File: config.mk
export PLATFORM = sky130hd
export DESIGN_NAME = rr_mux_arbiter
export DESIGN_NICKNAME = d
export VERILOG_FILES = /design/src/rtl/arb_pkg.sv /design/src/rtl/rr_pick4.sv /design/src/rtl/rr_mux_arbiter.sv
export SDC_FILE = /design/constraint.sdc
export NUM_CORES = 1
export LEC_CHECK = 0
export BUFFER_PORTS_ARGS = -buffer_cell sky130_fd_sc_hd__buf_2
export CORE_MARGIN = 2
export CORE_UTILIZATION = 40
export CTS_BUF_LIST = sky130_fd_sc_hd__clkbuf_8
export DETAILED_ROUTE_END_ITERATION = 8
export GPL_TIMING_DRIVEN = 0
export HOLD_SLACK_MARGIN = 0.15
export PLACE_DENSITY = 0.58
export SYNTH_ARGS = -nofsm -noshare
export SYNTH_HDL_FRONTEND = slang
export SYNTH_SLANG_ARGS = --single-unit
File: constraint.sdc
create_clock -name clk -period 2.05 [get_ports clk]
set_clock_uncertainty 0.1 [all_clocks]
set_input_delay 0.205 -clock clk [delete_from_list [all_inputs] [get_ports clk]]
set_output_delay 0.205 -clock clk [all_outputs]
set_load 0.005 [all_outputs]
File: src/rtl/arb_pkg.sv
// rtl/arb_pkg.sv - shared arbiter types, sizes and the one-hot helper
package arb_pkg;

    localparam int NUM_REQ = 4;
    localparam int SEL_W   = 2;

    typedef enum logic {
        ARB_IDLE  = 1'b0,
        ARB_GRANT = 1'b1
    } arb_state_t;

    function automatic logic [NUM_REQ-1:0] onehot_sel(input logic [SEL_W-1:0] idx);
        logic [NUM_REQ-1:0] v;
        v      = '0;
        v[idx] = 1'b1;
        return v;
    endfunction

endpackage

File: src/rtl/rr_pick4.sv
// rtl/rr_pick4.sv - round-robin pick of the first set request at or after ptr
module rr_pick4
    import arb_pkg::*;
(
    input  logic [NUM_REQ-1:0] req,
    input  logic [SEL_W-1:0]   ptr,
    output logic [SEL_W-1:0]   idx,
    output logic               any
);

    logic [NUM_REQ-1:0] rot;
    logic [SEL_W-1:0]   rel;

    // Rotating so ptr lands on bit 0 turns round-robin into a fixed lowest-first encode.
    always_comb begin
        rot = '0;
        for (int k = 0; k < NUM_REQ; k++) begin
            rot[k] = req[ptr + SEL_W'(k)];
        end
    end

    always_comb begin
        rel = '0;
        for (int k = NUM_REQ - 1; k >= 0; k--) begin
            if (rot[k]) begin
                rel = SEL_W'(k);
            end
        end
    end

    assign idx = rel + ptr;
    assign any = |req;

endmodule

File: src/rtl/rr_mux_arbiter.sv
// rtl/rr_mux_arbiter.sv - four-way round-robin arbiter with hold-until-done and watchdog release
module rr_mux_arbiter
    import arb_pkg::*;
#(
    parameter int MAX_HOLD = 16
) (
    input  logic               clk,
    input  logic               rst,
    input  logic [NUM_REQ-1:0] req,
    input  logic               done,
    output logic [NUM_REQ-1:0] grant,
    output logic [SEL_W-1:0]   sel,
    output logic               busy,
    output logic               timeout
);

    localparam int HC_W        = (MAX_HOLD > 0) ? $clog2(MAX_HOLD + 1) : 1;
    localparam int HOLD_LAST_I = (MAX_HOLD > 0) ? MAX_HOLD - 1 : 0;
    localparam logic [HC_W-1:0] HOLD_LAST = HC_W'(HOLD_LAST_I);

    arb_state_t         state, state_d;
    logic [SEL_W-1:0]   ptr, ptr_d;
    logic [HC_W-1:0]    hold_cnt, hold_d;
    logic [NUM_REQ-1:0] grant_d;
    logic [SEL_W-1:0]   sel_d;
    logic               busy_d;
    logic               timeout_d;

    logic [SEL_W-1:0]   pick_idx;
    logic               pick_any;
    logic               wd_hit;
    logic               release_now;

    rr_pick4 u_pick (
        .req (req),
        .ptr (ptr),
        .idx (pick_idx),
        .any (pick_any)
    );

    // While granted, sel names the owner, so req[sel] is the owner's request.
    assign wd_hit      = (MAX_HOLD != 0) && (hold_cnt == HOLD_LAST);
    assign release_now = done || !req[sel] || wd_hit;

    always_ff @(posedge clk) begin
        if (rst) begin
            state    <= ARB_IDLE;
            ptr      <= '0;
            hold_cnt <= '0;
            grant    <= '0;
            sel      <= '0;
            busy     <= 1'b0;
            timeout  <= 1'b0;
        end else begin
            state    <= state_d;
            ptr      <= ptr_d;
            hold_cnt <= hold_d;
            grant    <= grant_d;
            sel      <= sel_d;
            busy     <= busy_d;
            timeout  <= timeout_d;
        end
    end

    always_comb begin
        state_d = state;
        case (state)
            ARB_IDLE:  if (pick_any)    state_d = ARB_GRANT;
            ARB_GRANT: if (release_now) state_d = ARB_IDLE;
            default:                    state_d = ARB_IDLE;
        endcase
    end

    always_comb begin
        grant_d   = grant;
        sel_d     = sel;
        busy_d    = busy;
        timeout_d = 1'b0;
        ptr_d     = ptr;
        hold_d    = hold_cnt;
        case (state)
            ARB_IDLE: begin
                if (pick_any) begin
                    grant_d = onehot_sel(pick_idx);
                    sel_d   = pick_idx;
                    busy_d  = 1'b1;
                    hold_d  = '0;
                end
            end
            ARB_GRANT: begin
                if (release_now) begin
                    grant_d   = '0;
                    busy_d    = 1'b0;
                    ptr_d     = sel + 1'b1;
                    timeout_d = wd_hit && !done && req[sel];
                end else if (hold_cnt != '1) begin
                    hold_d = hold_cnt + 1'b1;
                end
            end
            default: begin
                grant_d = '0;
                busy_d  = 1'b0;
            end
        endcase
    end

endmodule
### Word-level counts from Yosys, hierarchy flattened

Index checks and enable logic that the tools add are counted.

* input bits: 7
* bits in registers: 16
* output and inout port bits: 8
* word-level logic and storage cells: 70

* reduce and logical (&&, ||, !) cells: 13
* $add $sub $neg: 6
* bitwise operators: 2
* magnitude comparators: 7
* mux-type cells: 29
* equality and inequality tests: 6

Operators by type and width (count)
* 2-bit by 3-bit < comparator with 1-bit output, second input constant: 6
* 5-bit two-way mux: 3
* 1-bit binary-select mux with 2-bit select: 5
* 1-bit two-way mux: 10
* 5-bit case mux with 2 select lines: 1
* 2-bit two-way mux: 4
* 4-bit two-way mux: 2
* 4-bit case mux with 2 select lines: 1
* 2-bit AND reduction: 3
* 5-bit by 1-bit adder with 5-bit output, second input constant: 1
* 5-bit by 4-bit equality test with 1-bit output, second input constant: 1
* 5-bit != test, second input constant: 1
* 2-bit by 1-bit adder with 2-bit output, second input constant: 2
* 2-bit adder, second input constant: 2
* 2-bit by 1-bit != test with 1-bit output, second input constant: 2
* 2-bit != test, second input constant: 2
* 1-bit case mux with 2 select lines: 2
* 4-bit OR reduction: 1
* 1-bit logical AND: 3
* 3-bit AND reduction: 1
* 3-bit OR reduction: 1
* 2-bit adder: 1
* 1-bit demux with 2-bit select: 1
* 2-bit by 1-bit >= comparator with 1-bit output, second input constant: 1
* other kinds (3): 6

### Longest topological paths before layout

* depth in word-level cells: 14
* mapped depth: 10
* mapped depth without buffers: 9

### By module

Synthesis repeated with hierarchy kept, for this count alone.

* cell total of the unflattened synthesis: 114
* area total of the unflattened synthesis: 1022.2 sq um

By module, submodules not included
* rr_mux_arbiter: cells each 89, area each 855.8 sq um, seq. area each 320.3 sq um, instances 1
* rr_pick4: cells each 25, area each 166.4 sq um, seq. area each 0.0 sq um, instances 1

### Worst setup path after synthesis

OpenSTA, ideal clock, no wires.

* kind: flip-flop to flip-flop
* from: reg ptr[0]
* to: reg grant[1]
* data required time: 1.833 ns
* setup time: 0.117 ns
* arrival: 1.936 ns
* stages on the path, launching flop included: 10
* clock period less this slack: 2.154 ns
* setup slack: -0.104 ns
* path buffers: 1
* path through: dfxtp_1 > clkbuf_1 > nor2_1 > a211oi_1 > a31oi_1 > a211o_1 > ha_1 > xor2_1 > xnor2_2 > a32o_1

* cells in the longest elaborated chain, start to end: 14
* elaborated cells between the ends (all ways): 23
* those cells by class: 4 x add/sub; 2 x order compare; 16 x mux; 1 x reduce/logical

Ends and longest elaborated chain
* start: declaration: RTL line rr_mux_arbiter.sv:22 `logic [SEL_W-1:0] ptr, ptr_d;`
* start signal: assignment: RTL line rr_mux_arbiter.sv:56 `ptr <= ptr_d;`
* 2-bit adder: RTL line rr_pick4.sv:18 `rot[k] = req[ptr + SEL_W'(k)];`
* 1-bit binary-select mux with 2-bit select: RTL line rr_pick4.sv:18
* 1-bit two-way mux (implied by the code): RTL line rr_pick4.sv:18
* 2-bit two-way mux (4 in series): RTL line rr_pick4.sv:25 `if (rot[k]) begin`
* 2-bit adder (*): RTL line rr_pick4.sv:31 `assign idx = rel + ptr;`
* 2-bit by 3-bit < comparator with 1-bit output (implied by the code) / 2-bit by 1-bit >= comparator with 1-bit output (equally long branches): RTL line arb_pkg.sv:15 `v[idx] = 1'b1;`
* 1-bit logical AND (implied by the code): RTL line arb_pkg.sv:15
* 1-bit two-way mux (implied by the code): RTL line arb_pkg.sv:15
* 1-bit demux with 2-bit select (*): RTL line arb_pkg.sv:15
* 4-bit two-way mux (*): RTL line rr_mux_arbiter.sv:83 `if (pick_any) begin`
* 4-bit case mux with 2 select lines (*): RTL line rr_mux_arbiter.sv:81 `case (state)`
* end signal: assignment: RTL line rr_mux_arbiter.sv:58 `grant <= grant_d;`
* end: declaration: RTL line rr_mux_arbiter.sv:11 `output logic [NUM_REQ-1:0] grant,`

Mark *: on every way between the ends. The rest lies on a longest branch, timed or not. The select of a mux whose other input is x is not followed.
A chain may end at the register's enable or synchronous reset.

### Worst setup path after layout

Same ends and word-level chain as after synthesis.

==> impl_metrics.tcl <==
set metrics [dict create \
    finalHoldViolCount 0 \
    path_max_fanout 6 \
    die_y_microns 50.93 \
    cts.clk_slew.worst_paths_ns 0.06 \
    p_int_w 0.0006386 \
    htree_levels 1 \
    syn-num-nets 106 \
    nets 129 \
    yosys_warnings 0 \
    cp-start-kind "register" \
    coreArea_sq_um 2022 \
    worst-r2r-cell-count 9 \
    gp_congestion 0.7756 \
    antenna_found_initial 0 \
    synth-seq-cells 16 \
    p_comb_frac 0.283 \
    die_w_microns 50.93 \
    portBuffers 13 \
    synth_xor_area_frac 0.06818 \
    period_needed_ns 1.947 \
    fmax_mhz 513.6 \
    dr.pass1.iters 5 \
    diodes 0 \
    relSlewSlack 0.6658 \
    ioPinCount 15 \
    grt_pass1_wl_microns 3222 \
    powerDensity_nw_per_um2 782.7 \
    viasPerCell 5.396 \
    synth-seq-area-share 0.3636 \
    synth_mux_area_frac 0.04261 \
    status "finished, final reports clean" \
    p_leak_nw 0.4406 \
    worst_pin_slew_ns 0.5012 \
    track_usage 0.1611 \
    dp_hpwl_microns 1306 \
    cts_tree "yes" \
    clk_latency_ns 0.24 \
    power_w 0.0009019 \
    synth_top_family_by_area "simple AND/OR/NAND/NOR gates" \
    p_clk_frac 0.303 \
    maxCapViolations 0 \
    fp-row-count 16 \
    design.die.area_sq_um 2593 \
    post_drt_wl_per_cell_microns 13.10 \
    setup_viol 0 \
    wl_microns 1886 \
    ant_nets 0 \
    cts_buffers 3 \
    cts.sinks 16 \
    hp-class "in -> reg" \
    drcViolationCount 0 \
    drt-initial-drc-count 11 \
    grt_start_max_net_pins 11 \
    drv_slew 0 \
    peakVddDrop_mv 0.5149 \
    mostFrequentLayoutCells "dfxtp_1, buf_2, nand2_1" \
    avgSynthCellArea_sq_um 9.272 \
    tns_ns 0 \
    initial_utilization 0.4356 \
    synth_cell_type_count 37 \
    grt_pass1_vias 727 \
    endpoint_kind "register" \
    p_sw_frac 0.2919 \
    cp_data_arrival_time_ns 1.99 \
    p_seq_frac 0.414 \
    vias 777 \
    drive_gt1_frac 0.3846 \
    synth-adder-area-share 0.05682 \
    crit_type "reg -> reg" \
    synth.cell_area_sq_um 880.8 \
    gr-total-overflow 0 \
    finalCritPeriodShare 0.9499 \
    yosys.area_share.simple 0.2330 \
    worstPathRequired_ns 2.09 \
    worstHoldPathCells 2 \
    holdWs_ns 0.2814 \
    syn_inst 95 \
    root_buffer "clkbuf_8" \
    p_sw_w 0.0002633 \
    clock_path_buffers 2 \
    synth_compound_area_frac 0.2188 \
    syn_to_final_growth_pct 30.82 \
]
-- cell families (layout without fill, tap and decap cells) --
group           Yosys count  count (layout)
xor+xnor                  6               6
simple gates             39              39
mux                       2               2
buf+inv                   4              26
fa+ha+maj                 4               4
compound gates           24              24
flops                    16              16
-- sequential cells by signal (all words and copies together), names as in the netlist --
register	flops
ptr	2
hold_cnt	5
grant	4
state	1
busy	1
sel	2
timeout	1
-- critical path, cell delays in order (launching register included) --
cell and delay, ns:
dfxtp_4 0.38, buf_4 0.13, nor2_2 0.04, nand2_1 0.06
a31oi_1 0.08, a211o_1 0.28, ha_4 0.19, xor2_4 0.16
xnor2_4 0.17, a32o_1 0.26
-- synthesized netlist by cell type, drive strengths merged --
master | count | area, sq um
ha | 4 | 50.05
nor4 | 1 | 6.260
a211o | 1 | 8.760
dfxtp | 16 | 320.3
o21ai | 3 | 15.01
nand2 | 11 | 41.29
a21boi | 1 | 11.26
mux2 | 1 | 15.01
nor2b | 1 | 6.260
a21oi | 4 | 23.77
inv | 1 | 3.750
mux4 | 1 | 22.52
xor2 | 3 | 26.28
a211oi | 4 | 35.03
nor4b | 1 | 8.760
clkbuf | 3 | 11.26
a31oi | 1 | 6.260
xnor2 | 3 | 33.79
a21o | 1 | 7.510
nor2 | 14 | 60.06
a32o | 1 | 10.01
nand3 | 1 | 17.52
o211ai | 3 | 22.52
nand3b | 1 | 7.510
a22o | 1 | 8.760
o22ai | 1 | 12.51
and3 | 1 | 6.260
o21a | 2 | 15.01
o41ai | 1 | 16.27
nand4 | 1 | 6.260
nor3 | 7 | 45.04
-- stage by stage --
| step | instance area [sq um] | std cells | worst slack (ns) | util |
|---|---|---|---|---|
| after floorplan | 882.1 | 95 | 0.002319 | - |
| after global placement | 980.9 | 135 | -0.1763 | 0.4851 |
| after detailed placement | 980.9 | 135 | -0.2232 | 0.4851 |
| after CTS | 1106 | 144 | -0.1166 | 0.5470 |
| after global routing | 1152 | 144 | -0.003933 | 0.5699 |
| final | 1152 | 144 | 0.1028 | 0.5699 |
-- layer usage --
layer / up-vias / track usage / part of all wire
met3: 0 / 0.04094 / 0.047
li1: 392 / - / -
met4: 0 / 0.03153 / 0
met5: - / 0 / 0
met2: 16 / 0.2468 / 0.45
met1: 369 / 0.2283 / 0.50
-- repair_timing --
action | 4_1_cts | 5_1_grt
endpoints found under the hold margin | 1 | 0
setup buffers | 5 | 1
gates cloned | 0 | 0
hold buffers | 1 | 0
resized for setup | 8 | 10
pin swaps | 6 | 10
endpoints found under the setup margin | 8 | 8
-- path summary, 6_finish.rpt --
kind | slack [ns] | start | end
setup / recovery | 0.10 | ptr[0]$_SDFFE_PP0P_ | grant[1]$_SDFFE_PP0P_
hold / removal | 0.28 | rst | hold_cnt[2]$_SDFFE_PP0P_
setup reg to reg | 0.10 | ptr[0]$_SDFFE_PP0P_ | grant[1]$_SDFFE_PP0P_
hold reg to reg | 0.36 | grant[3]$_SDFFE_PP0P_ | grant[3]$_SDFFE_PP0P_
-- power groups by stage --
stage          registers (W)  logic, W  clock network, W
4_1_cts             0.000369  0.000236          0.000281
3_5_place_dp        0.000373  0.000209                 0
2_1_floorplan       0.000372  0.000145                 0
6_report            0.000374  0.000255          0.000273
5_1_grt             0.000380  0.000283          0.000294
3_3_place_gp        0.000372  0.000205                 0
-- cell type report --
class / instances / area [sq um]
multi-input cells: 75 / 613.1
clock buffers: 4 / 55.05
repair buffers: 19 / 112.6
flip-flops and latches: 16 / 326.6
well taps: 27 / 33.78
inverters: 1 / 3.754
fillers: 188 / 869.6
plain buffers: 2 / 7.507
No activity file was read; power rests on OpenSTA's default activity.
